===== config.mk =====
export PLATFORM = sky130hd
export DESIGN_NAME = serial_op_alu
export DESIGN_NICKNAME = d
export VERILOG_FILES = /design/src/rtl/alu_pkg.sv /design/src/rtl/alu_core.sv /design/src/rtl/serial_op_alu.sv
export SDC_FILE = /design/constraint.sdc
export NUM_CORES = 1
export LEC_CHECK = 0
export CAP_MARGIN = 20
export CORE_AREA = 4 4 75 56
export CTS_CLUSTER_DIAMETER = 200
export CTS_CLUSTER_SIZE = 30
export DETAILED_ROUTE_END_ITERATION = 10
export DIE_AREA = 0 0 79 60
export GPL_ROUTABILITY_DRIVEN = 0
export PLACE_DENSITY = 0.77
export SKIP_LAST_GASP = 1
export SLEW_MARGIN = 20
export SYNTH_ARGS = -nofsm -noshare
export SYNTH_HDL_FRONTEND = slang
export SYNTH_SLANG_ARGS = --single-unit

===== constraint.sdc =====
create_clock -name clk -period 3.2 [get_ports clk]
set_clock_uncertainty 0.1 [all_clocks]
set_input_delay 0.48 -clock clk [delete_from_list [all_inputs] [get_ports clk]]
set_output_delay 0.48 -clock clk [all_outputs]
set_load 0.005 [all_outputs]

===== src/rtl/alu_pkg.sv =====
// Shared opcode and FSM state encodings for the serial-operand ALU.
package alu_pkg;

    localparam int unsigned OP_WIDTH = 2;

    localparam logic [OP_WIDTH-1:0] OP_ADD  = 2'b00;
    localparam logic [OP_WIDTH-1:0] OP_SUB  = 2'b01;
    localparam logic [OP_WIDTH-1:0] OP_XOR  = 2'b10;
    localparam logic [OP_WIDTH-1:0] OP_XNOR = 2'b11;

    typedef enum logic [1:0] {
        ST_IDLE   = 2'b00,
        ST_WAIT_B = 2'b01,
        ST_EXEC   = 2'b10
    } state_e;

endpackage : alu_pkg


===== src/rtl/alu_core.sv =====
// Combinational datapath: evaluates op on zero-extended operands.
// Ports:
//   a, b       operands (DATA_WIDTH)
//   op         operation select {op[1], op[0]}
//   ext_result DATA_WIDTH+1 result; the top bit is carry/borrow/constant
module alu_core
    import alu_pkg::*;
#(
    parameter int unsigned DATA_WIDTH = 8
) (
    input  logic [DATA_WIDTH-1:0] a,
    input  logic [DATA_WIDTH-1:0] b,
    input  logic [OP_WIDTH-1:0]   op,
    output logic [DATA_WIDTH:0]   ext_result
);

    localparam int unsigned EXT_WIDTH = DATA_WIDTH + 1;

    logic [DATA_WIDTH:0] a_ext;
    logic [DATA_WIDTH:0] b_ext;

    assign a_ext = EXT_WIDTH'(a);
    assign b_ext = EXT_WIDTH'(b);

    // Extended-width evaluation: the zero top bits make XOR give 0 and XNOR give 1.
    always_comb begin
        ext_result = '0;
        case (op)
            OP_ADD:  ext_result = a_ext + b_ext;
            OP_SUB:  ext_result = a_ext - b_ext;
            OP_XOR:  ext_result = a_ext ^ b_ext;
            OP_XNOR: ext_result = ~(a_ext ^ b_ext);
            default: ext_result = '0;
        endcase
    end

endmodule : alu_core


===== src/rtl/serial_op_alu.sv =====
// Two-beat serial ALU: beat 1 carries A and op[0], beat 2 carries B and op[1];
// one EXEC cycle later result/overflow load together with a one-cycle done.
// Ports:
//   clk, reset_n  clock and asynchronous active-low reset
//   opcode_valid  qualifies opcode and data this cycle
//   opcode        one opcode bit per valid beat (op[0] first, then op[1])
//   data          operand A on the first beat, B on the second
//   result        registered low DATA_WIDTH bits of the extended result
//   overflow      registered bit DATA_WIDTH of the extended result
//   done          one-cycle pulse marking result/overflow update
module serial_op_alu
    import alu_pkg::*;
#(
    parameter int unsigned DATA_WIDTH = 8
) (
    input  logic                  clk,
    input  logic                  reset_n,
    input  logic                  opcode_valid,
    input  logic                  opcode,
    input  logic [DATA_WIDTH-1:0] data,
    output logic [DATA_WIDTH-1:0] result,
    output logic                  overflow,
    output logic                  done
);

    state_e                state_q, state_d;
    logic [DATA_WIDTH-1:0] a_q, a_d;
    logic [DATA_WIDTH-1:0] b_q, b_d;
    logic [OP_WIDTH-1:0]   op_q, op_d;
    logic [DATA_WIDTH-1:0] result_d;
    logic                  overflow_d;
    logic                  done_d;
    logic [DATA_WIDTH:0]   ext_c;

    alu_core #(
        .DATA_WIDTH (DATA_WIDTH)
    ) u_alu_core (
        .a          (a_q),
        .b          (b_q),
        .op         (op_q),
        .ext_result (ext_c)
    );

    // State, capture and output registers.
    always_ff @(posedge clk or negedge reset_n) begin
        if (!reset_n) begin
            state_q  <= ST_IDLE;
            a_q      <= '0;
            b_q      <= '0;
            op_q     <= '0;
            result   <= '0;
            overflow <= 1'b0;
            done     <= 1'b0;
        end else begin
            state_q  <= state_d;
            a_q      <= a_d;
            b_q      <= b_d;
            op_q     <= op_d;
            result   <= result_d;
            overflow <= overflow_d;
            done     <= done_d;
        end
    end

    // Next-state, capture and output-load logic; outputs hold unless leaving EXEC.
    always_comb begin
        state_d    = state_q;
        a_d        = a_q;
        b_d        = b_q;
        op_d       = op_q;
        result_d   = result;
        overflow_d = overflow;
        done_d     = 1'b0;
        case (state_q)
            ST_IDLE: begin
                if (opcode_valid) begin
                    a_d     = data;
                    op_d[0] = opcode;
                    state_d = ST_WAIT_B;
                end
            end
            ST_WAIT_B: begin
                if (opcode_valid) begin
                    b_d     = data;
                    op_d[1] = opcode;
                    state_d = ST_EXEC;
                end
            end
            ST_EXEC: begin
                // Inputs are ignored here; a beat in this cycle is dropped.
                result_d   = ext_c[DATA_WIDTH-1:0];
                overflow_d = ext_c[DATA_WIDTH];
                done_d     = 1'b1;
                state_d    = ST_IDLE;
            end
            default: state_d = ST_IDLE;
        endcase
    end

endmodule : serial_op_alu


Yosys cells after proc, flatten, opt, wreduce, memory -nomap -nowiden
Index checks and enable logic that the tools add are counted.

word-level totals
  bits of input ports = 12
  word-level logic and storage cells = 29
  register bits = 30

operators by class
  reductions and logical operators = 5
  muxes and demuxes = 5
  $add $sub $neg = 2
  bitwise gates (word level) = 2
  equal/unequal tests = 7

operator list
  operator              count
  $pmux W9 S4           1
  $add A8 B8 Y9         1
  $not A9 Y9            1
  $sub A8 B8 Y9         1
  $xor A8 B8 Y8         1
  $eq A2 B2 Y1 const B  3
  $reduce_and A2 Y1     3
  $eq A2 B1 Y1 const B  2
  $logic_not A2 Y1      2
  $mux W2               2
  $ne A2 B2 Y1 const B  2
  $pmux W2 S2           1
  $mux W1               1

Longest topological paths before layout
Gate-level depths: netlist (run 1).

  word-level depth = 3
  depth in mapped cells = 11
  mapped depth without buffers = 10

Modules after synthesis
From an unflattened synthesis (run 1), not the netlist that was laid out.

unflattened totals
  cell total of the unflattened synthesis = 166
  area total of the unflattened synthesis = 1870.5 µm²

modules (own cells, without submodules)
  module         times used  area an instance (µm²)  cells an instance
  serial_op_alu  1           1157.4                  66
  alu_core       1           713.2                   100

Worst setup path after synthesis (run 1)
OpenSTA, ideal clock, no wires.

  path kind = reg2reg
  start point = register b_q[3]
  end point = register overflow
  slack = 0.679 ns
  library setup time = 0.137 ns
  buffers on the path = 0
  cell stages (with the launch flop) = 10
  required time = 2.963 ns
  period minus slack after synthesis = 2.521 ns
  arrival = 2.284 ns
  cell sequence = dfrtp_1 -> or3_1 -> nor3_1 -> a21oi_1 -> xnor2_1 -> ha_1 -> a2111o_1 -> o22ai_1 -> mux2i_1 -> o211ai_1

on the way
  cells in the longest elaborated chain, start to end = 2
  elaborated cells between the ends (all ways) = 3
  those cells by class = add/sub: 2; mux: 1

ends and longest elaborated chain
  what                                                   RTL line                        source
  start, declared                                        serial_op_alu.sv:28             logic [DATA_WIDTH-1:0] b_q, b_d;
  start signal, assigned                                 serial_op_alu.sv:49             b_q <= '0;
  start signal, assigned                                 serial_op_alu.sv:57             b_q <= b_d;
  $sub A8 B8 Y9 / $add A8 B8 Y9 (equally long branches)  alu_core.sv:30, alu_core.sv:29
  $pmux W9 S4 *                                          alu_core.sv:28                  case (op)
  end signal, assigned                                   serial_op_alu.sv:60             overflow <= overflow_d;
  end, declared                                          serial_op_alu.sv:22             output logic overflow,

Every way passes the cells marked *; elsewhere a longest branch is shown, timed or not.
A chain may end at the register's enable or synchronous reset.

Final worst setup path (run 1)
Same ends and word-level chain as after synthesis.

==> flow_metrics.env, run 1 <==
export IMPL_hold_viol=0
export IMPL_ys_warn_count=0
export IMPL_syn_instance_count=198
export IMPL_core_um2=3468
export IMPL_yosys_top_cells_count="nand2_1, dfrtp_1, xnor2_1, nor2_1, a21oi_1"
export IMPL_area_growth_pct=18.63
export IMPL_die_area_um2=4740
export IMPL_finalWorstSetupSlack_ns=0.4045
export IMPL_synth_edf_count=0
export IMPL_r2r_slack_ns=0.40
export IMPL_num_rows=18
export IMPL_use_met3=0.04066
export IMPL_hp_class="flip-flop to flip-flop"
export IMPL_io_pins=22
export IMPL_post_cts_setup_buffer_count=0
export IMPL_synth_top_cell_by_area="dfrtp_1"
export IMPL_fillers=329
export IMPL_track_usage=0.1799
export IMPL_synth_fp_nets=220
export IMPL_finalInstanceArea_um2=2215
export IMPL_numCtsBuffers=5
export IMPL_drt_total_wl_mm=3.738
export IMPL_synth_top_cell_area_share=0.4021
export IMPL_worstSetupEndpointType="flip-flop"
export IMPL_grt_pass1_wl_mm=6.348
export IMPL_crit_required_ns=3.25
export IMPL_slew_headroom=0.5223
export IMPL_hp_start="state_q[1]"
export IMPL_gr_total_overflow=0
export IMPL_cts_htree_levels=2
export IMPL_path_max_fanout=6
export IMPL_tns_ns=0
export IMPL_portBuffers=21
export IMPL_cts_tree="yes"
export IMPL_dp_slack_ns=0.4431
export IMPL_r2r_start="b_q[3]"
export IMPL_synth_area_top_cells="dfrtp_1, xnor2_1, nand2_1, ha_1, mux2_2"
export IMPL_r2r_end="overflow"
export IMPL_clkSinkCount=30
export IMPL_finalCriticalPeriod_ns=2.795
export IMPL_synth_cell_types=35
export IMPL_hold_path_depth=1
export IMPL_synth_main_ff_cell="dfrtp_1"
export IMPL_synth_seq_cells=30
export IMPL_hpwl_mm=2.752
export IMPL_viasPerCell=5.224
export IMPL_root_buffer="clkbuf_8"
export IMPL_clock_latency_ns=0.30
export IMPL_cts_resized=0
export IMPL_async_reset_ff_frac=1.000
export IMPL_cts_buffer_depth=2
export IMPL_drc_errors=0
export IMPL_wl_per_cell_um=13.74
export IMPL_fin_crit_sh=0.8736
export IMPL_start_util=0.5382
export IMPL_diodes=0
export IMPL_drt_iter0_drc=151
export IMPL_syn_area_per_cell_um2=9.428
export IMPL_grt_max_degree=31
export IMPL_drive_gt1_frac=0.1126
export IMPL_tightest_slew_ns=0.7165
export IMPL_maxSlewViolCount=0
export IMPL_final_nets=243
export IMPL_clk_pin_slew_worst_paths_ns=0.07
export IMPL_top_usage_layer="met1"
export IMPL_cts_hold_buffers=0
export IMPL_r2r_cells=9
export IMPL_max_freq_ghz=0.3577
export IMPL_postRouteAntennaNets=0
export IMPL_cp_start_kind="flip-flop"
export IMPL_antenna_found_initial=0
export IMPL_grt_met1_usage=0.2730
export IMPL_drtPass1Iterations=4
export IMPL_seq_area_frac_synth=0.4021
export IMPL_grt_met2_usage=0.2374
export IMPL_worstSetupPathType="flip-flop to flip-flop"
export IMPL_rsz0062_at_grt="false"
export IMPL_via_count=1421
export IMPL_setup_violations_final=0
export IMPL_maxCapViolations=0
export IMPL_die_w_um=79
export IMPL_grt_pass1_vias=1289
export IMPL_min_to="state_q[0]"
export IMPL_dpl_instance_area_um2=2105
export IMPL_status="finished clean"
export IMPL_crit_arrival_ns=2.84
export IMPL_syn_cell_area_um2=1867
export IMPL_synth_most_common_cell="nand2_1"
export IMPL_fp_dieH_um=60
==> metrics by stage <==
stage               instances  hold WS (ns)  utilization
finish                    272        0.3668       0.6385
global route              272        0.3947       0.6385
CTS                       272        0.3671       0.6385
detailed placement        264        0.3589       0.6068
global placement          264        0.3605       0.6068
floorplan                 198       0.08441            -
==> worst max path at each step <==
| stage | depth (start not counted) | startpoint | endpoint | slack (ns) |
|---|---|---|---|---|
| finish | 9 | b_q[3] | overflow | 0.40 |
| global route | 9 | op_q[0] | overflow | 0.17 |
| global placement | 9 | b_q[3] | overflow | 0.52 |
| detailed placement | 9 | b_q[3] | overflow | 0.44 |
| floorplan | 9 | b_q[3] | overflow | 0.68 |
| CTS | 9 | b_q[3] | overflow | 0.42 |
==> layout make-up <==
cell class | count | area [µm²] | share of cell area
clock buffers | 8 | 110.1 | 0.04972
multi-input cells | 152 | 1021 | 0.4610
flip-flops and latches | 30 | 750.7 | 0.3390
inverters | 6 | 22.52 | 0.01017
repair buffers | 26 | 247.7 | 0.1119
well taps | 50 | 62.56 | 0.02825
==> sequential cells by signal, indices dropped and copies added, names as in the netlist <==
signal,flops
a_q,8
result,8
op_q,2
done,1
b_q,8
state_q,2
overflow,1
==> worst max-delay path, cell delays in order (launching register included) <==
cell      delay (ns)
dfrtp_1         0.44
or3_1           0.41
nor3_1          0.16
a21oi_1         0.11
xnor2_1         0.13
ha_1            0.32
a2111o_1        0.42
o22ai_1         0.17
mux2i_1         0.26
o211ai_1        0.12
==> cells by family (layout without fill, tap and decap cells) <==
family	count (synthesis)	in the layout	share of synthesized area
simple gates	66	66	0.1595
compound gates	39	39	0.1280
flops	30	30	0.4021
xor+xnor	24	24	0.1126
buf+inv	16	40	0.05094
mux	13	13	0.07574
fa+ha+maj	10	10	0.07105
==> cells in the final DEF (no fill, tap or decap), types with 2 or more instances in the layout <==
master,n
nor3_1,8
nand2_1,35
mux2i_1,4
xnor2_1,22
xor2_1,2
clkbuf_8,8
o21ai_0,9
dfrtp_1,30
mux2_2,8
o21ai_1,3
clkdlybuf4s50_1,21
a21oi_1,12
a21o_1,2
inv_1,5
nor2_1,13
o21a_1,3
nand3b_1,2
ha_1,9
buf_4,5
o211ai_1,2
nor3b_1,3
a211oi_1,3
==> per-layer routing <==
| metal | routed length, µm | part of all wire |
|---|---|---|
| met3 | 231 | 0.062 |
| met5 | 0 | 0 |
| met4 | 94 | 0.025 |
| met2 | 1495 | 0.40 |
| met1 | 1916 | 0.51 |
Power of run 1 is not shown: default switching activity piles up to over one toggle a cycle in this logic, so the estimate is an artifact.
==> run 2, diff against run 1 <==
--- a/config.mk
+++ b/config.mk
@@ -12,6 +12,8 @@
 export DETAILED_ROUTE_END_ITERATION = 10
 export DIE_AREA = 0 0 79 60
 export GPL_ROUTABILITY_DRIVEN = 0
+export HOLD_SLACK_MARGIN = 0.15
+export MAX_ROUTING_LAYER = met4
 export PLACE_DENSITY = 0.77
 export SKIP_LAST_GASP = 1
 export SLEW_MARGIN = 20
==> run 2 against run 1 <==
Net effect: sequential cell count stayed put; critical endpoint unchanged; core utilization is the same; critical path depth unchanged; non-clock buffer count unchanged; critical path type unchanged; cell area unchanged; die area did not move; routed wire length shrank 0.27%; fmax grew 0.18%.
==> flow_metrics.env, run 2 (synthesis results as in run 1) <==
export IMPL_status="finished clean"
export IMPL_die_area_um2=4740
export IMPL_gr_total_overflow=0
export IMPL_hp_start="state_q[1]"
export IMPL_r2r_end="overflow"
export IMPL_hp_class="flip-flop to flip-flop"
export IMPL_slew_headroom=0.5418
export IMPL_worstPathCellList="or3_1 -> nor3_1 -> a21oi_1 -> xnor2_1 -> ha_1 -> a2111o_1 -> o22ai_1 -> mux2i_1 -> o211ai_1"
export IMPL_final_core_util=0.6385
export IMPL_cp_start_kind="flip-flop"
export IMPL_postRouteAntennaNets=0
export IMPL_io_pins=22
export IMPL_path_max_fanout=6
export IMPL_via_count=1415
export IMPL_grt_pass1_vias=1286
export IMPL_grt_max_degree=31
export IMPL_multiInputGateArea_um2=1021
export IMPL_num_rows=18
export IMPL_reg_top3="a_q: 8 flops, b_q: 8 flops, result: 8 flops"
export IMPL_fin_crit_sh=0.8720
export IMPL_max_freq_ghz=0.3584
export IMPL_tns_ns=0
export IMPL_die_w_um=79
export IMPL_hpwl_mm=2.752
export IMPL_drt_total_wl_mm=3.728
export IMPL_grt_pass1_wl_mm=6.361
export IMPL_cts_tree="yes"
export IMPL_drtPass1Iterations=4
export IMPL_top_usage_layer="met1"
export IMPL_crit_arrival_ns=2.84
export IMPL_clkSinkCount=30
export IMPL_setup_violations_final=0
export IMPL_dp_slack_ns=0.4431
export IMPL_area_growth_pct=18.63
export IMPL_drt_iter0_drc=121
export IMPL_fp_dieH_um=60
export IMPL_grt_met2_usage=0.2362
export IMPL_min_to="state_q[0]"
export IMPL_cpLargestDelayFamily="compound AO/OA/AOI/OAI gates"
export IMPL_r2r_start="b_q[3]"
export IMPL_drive_gt1_frac=0.1126
export IMPL_viasPerCell=5.202
export IMPL_grt_met1_usage=0.2749
export IMPL_start_util=0.5382
export IMPL_diodes=0
export IMPL_clock_latency_ns=0.29
export IMPL_antenna_found_initial=0
export IMPL_drc_errors=0
export IMPL_crit_buf_inv=0
export IMPL_track_usage=0.1857
export IMPL_rsz0062_at_grt="false"
export IMPL_max_stage_delay_ns=0.44
export IMPL_r2r_cells=9
export IMPL_cts_htree_levels=2
export IMPL_cts_resized=0
export IMPL_wl_per_cell_um=13.71
export IMPL_maxCapViolations=0
export IMPL_core_um2=3468
export IMPL_root_buffer="clkbuf_8"
export IMPL_use_met3=0.04066
export IMPL_hold_viol=0
export IMPL_post_cts_setup_buffer_count=0
export IMPL_crit_required_ns=3.25
export IMPL_tightest_slew_ns=0.6873
export IMPL_most_common_layout_cells="nand2_1, dfrtp_1, xnor2_1, clkdlybuf4s50_1, nor2_1"
export IMPL_final_nets=243
export IMPL_layout_commonest_cell="nand2_1"
export IMPL_portBuffers=21
export IMPL_cts_buffer_depth=2
export IMPL_finalWorstSetupSlack_ns=0.4096
export IMPL_hold_path_depth=1
export IMPL_clk_pin_slew_worst_paths_ns=0.06
export IMPL_finalCriticalPeriod_ns=2.790
export IMPL_maxSlewViolCount=0
export IMPL_r2r_slack_ns=0.41
export IMPL_cp_slowest_cell="dfrtp_1"
export IMPL_cts_hold_buffers=0
export IMPL_worstSetupEndpointType="flip-flop"
export IMPL_worstSetupPathType="flip-flop to flip-flop"
export IMPL_numCtsBuffers=5
export IMPL_regArea_um2=750.7
export IMPL_fillers=329
## run 2: worst reg2reg max path, stage by stage (launching register included)
cell      delay, ns
dfrtp_1        0.44
or3_1          0.41
nor3_1         0.16
a21oi_1        0.11
xnor2_1        0.13
ha_1           0.32
a2111o_1       0.42
o22ai_1        0.18
mux2i_1        0.26
o211ai_1       0.12
## run 2: stage by stage
step           hold slack, ns  cells  instance area [µm²]
6_report               0.3668    272                 2215
5_1_grt                0.3947    272                 2215
4_1_cts                0.3671    272                 2215
3_5_place_dp           0.3589    264                 2105
3_3_place_gp           0.3605    264                 2105
2_1_floorplan         0.08441    198                 1867
## run 2: final cells by class
class	count	area share
Clock buffer	8	0.04972
Inverter	6	0.01017
Multi-Input combinational cell	152	0.4610
Sequential cell	30	0.3390
Tap cell	50	0.02825
Timing Repair Buffer	26	0.1119
## run 2: how the worst max path moves through the flow
stage / slack, ns / start / to / depth (start not counted)
floorplan: 0.68 / b_q[3] / overflow / 9
global placement: 0.52 / b_q[3] / overflow / 9
detailed placement: 0.44 / b_q[3] / overflow / 9
CTS: 0.42 / b_q[3] / overflow / 9
global route: 0.17 / op_q[0] / overflow / 9
finish: 0.41 / b_q[3] / overflow / 9
## run 2: layer usage
metal  vias up  wire (µm)
met3         8        249
met5         -          0
met4         0         62
met2        39       1516
met1       648       1900
li1        720          -
Power of run 2 is left out for the same reason.
==> run 3, diff against run 2 <==
--- a/config.mk
+++ b/config.mk
@@ -8,7 +8,7 @@
 export CAP_MARGIN = 20
 export CORE_AREA = 4 4 75 56
 export CTS_CLUSTER_DIAMETER = 200
-export CTS_CLUSTER_SIZE = 30
+export CTS_CLUSTER_SIZE = 40
 export DETAILED_ROUTE_END_ITERATION = 10
 export DIE_AREA = 0 0 79 60
 export GPL_ROUTABILITY_DRIVEN = 0
==> results of run 3 <==
Same layout as run 2: the final DEF is identical, and so are final timing and power.
Power of run 3 is left out for the same reason.
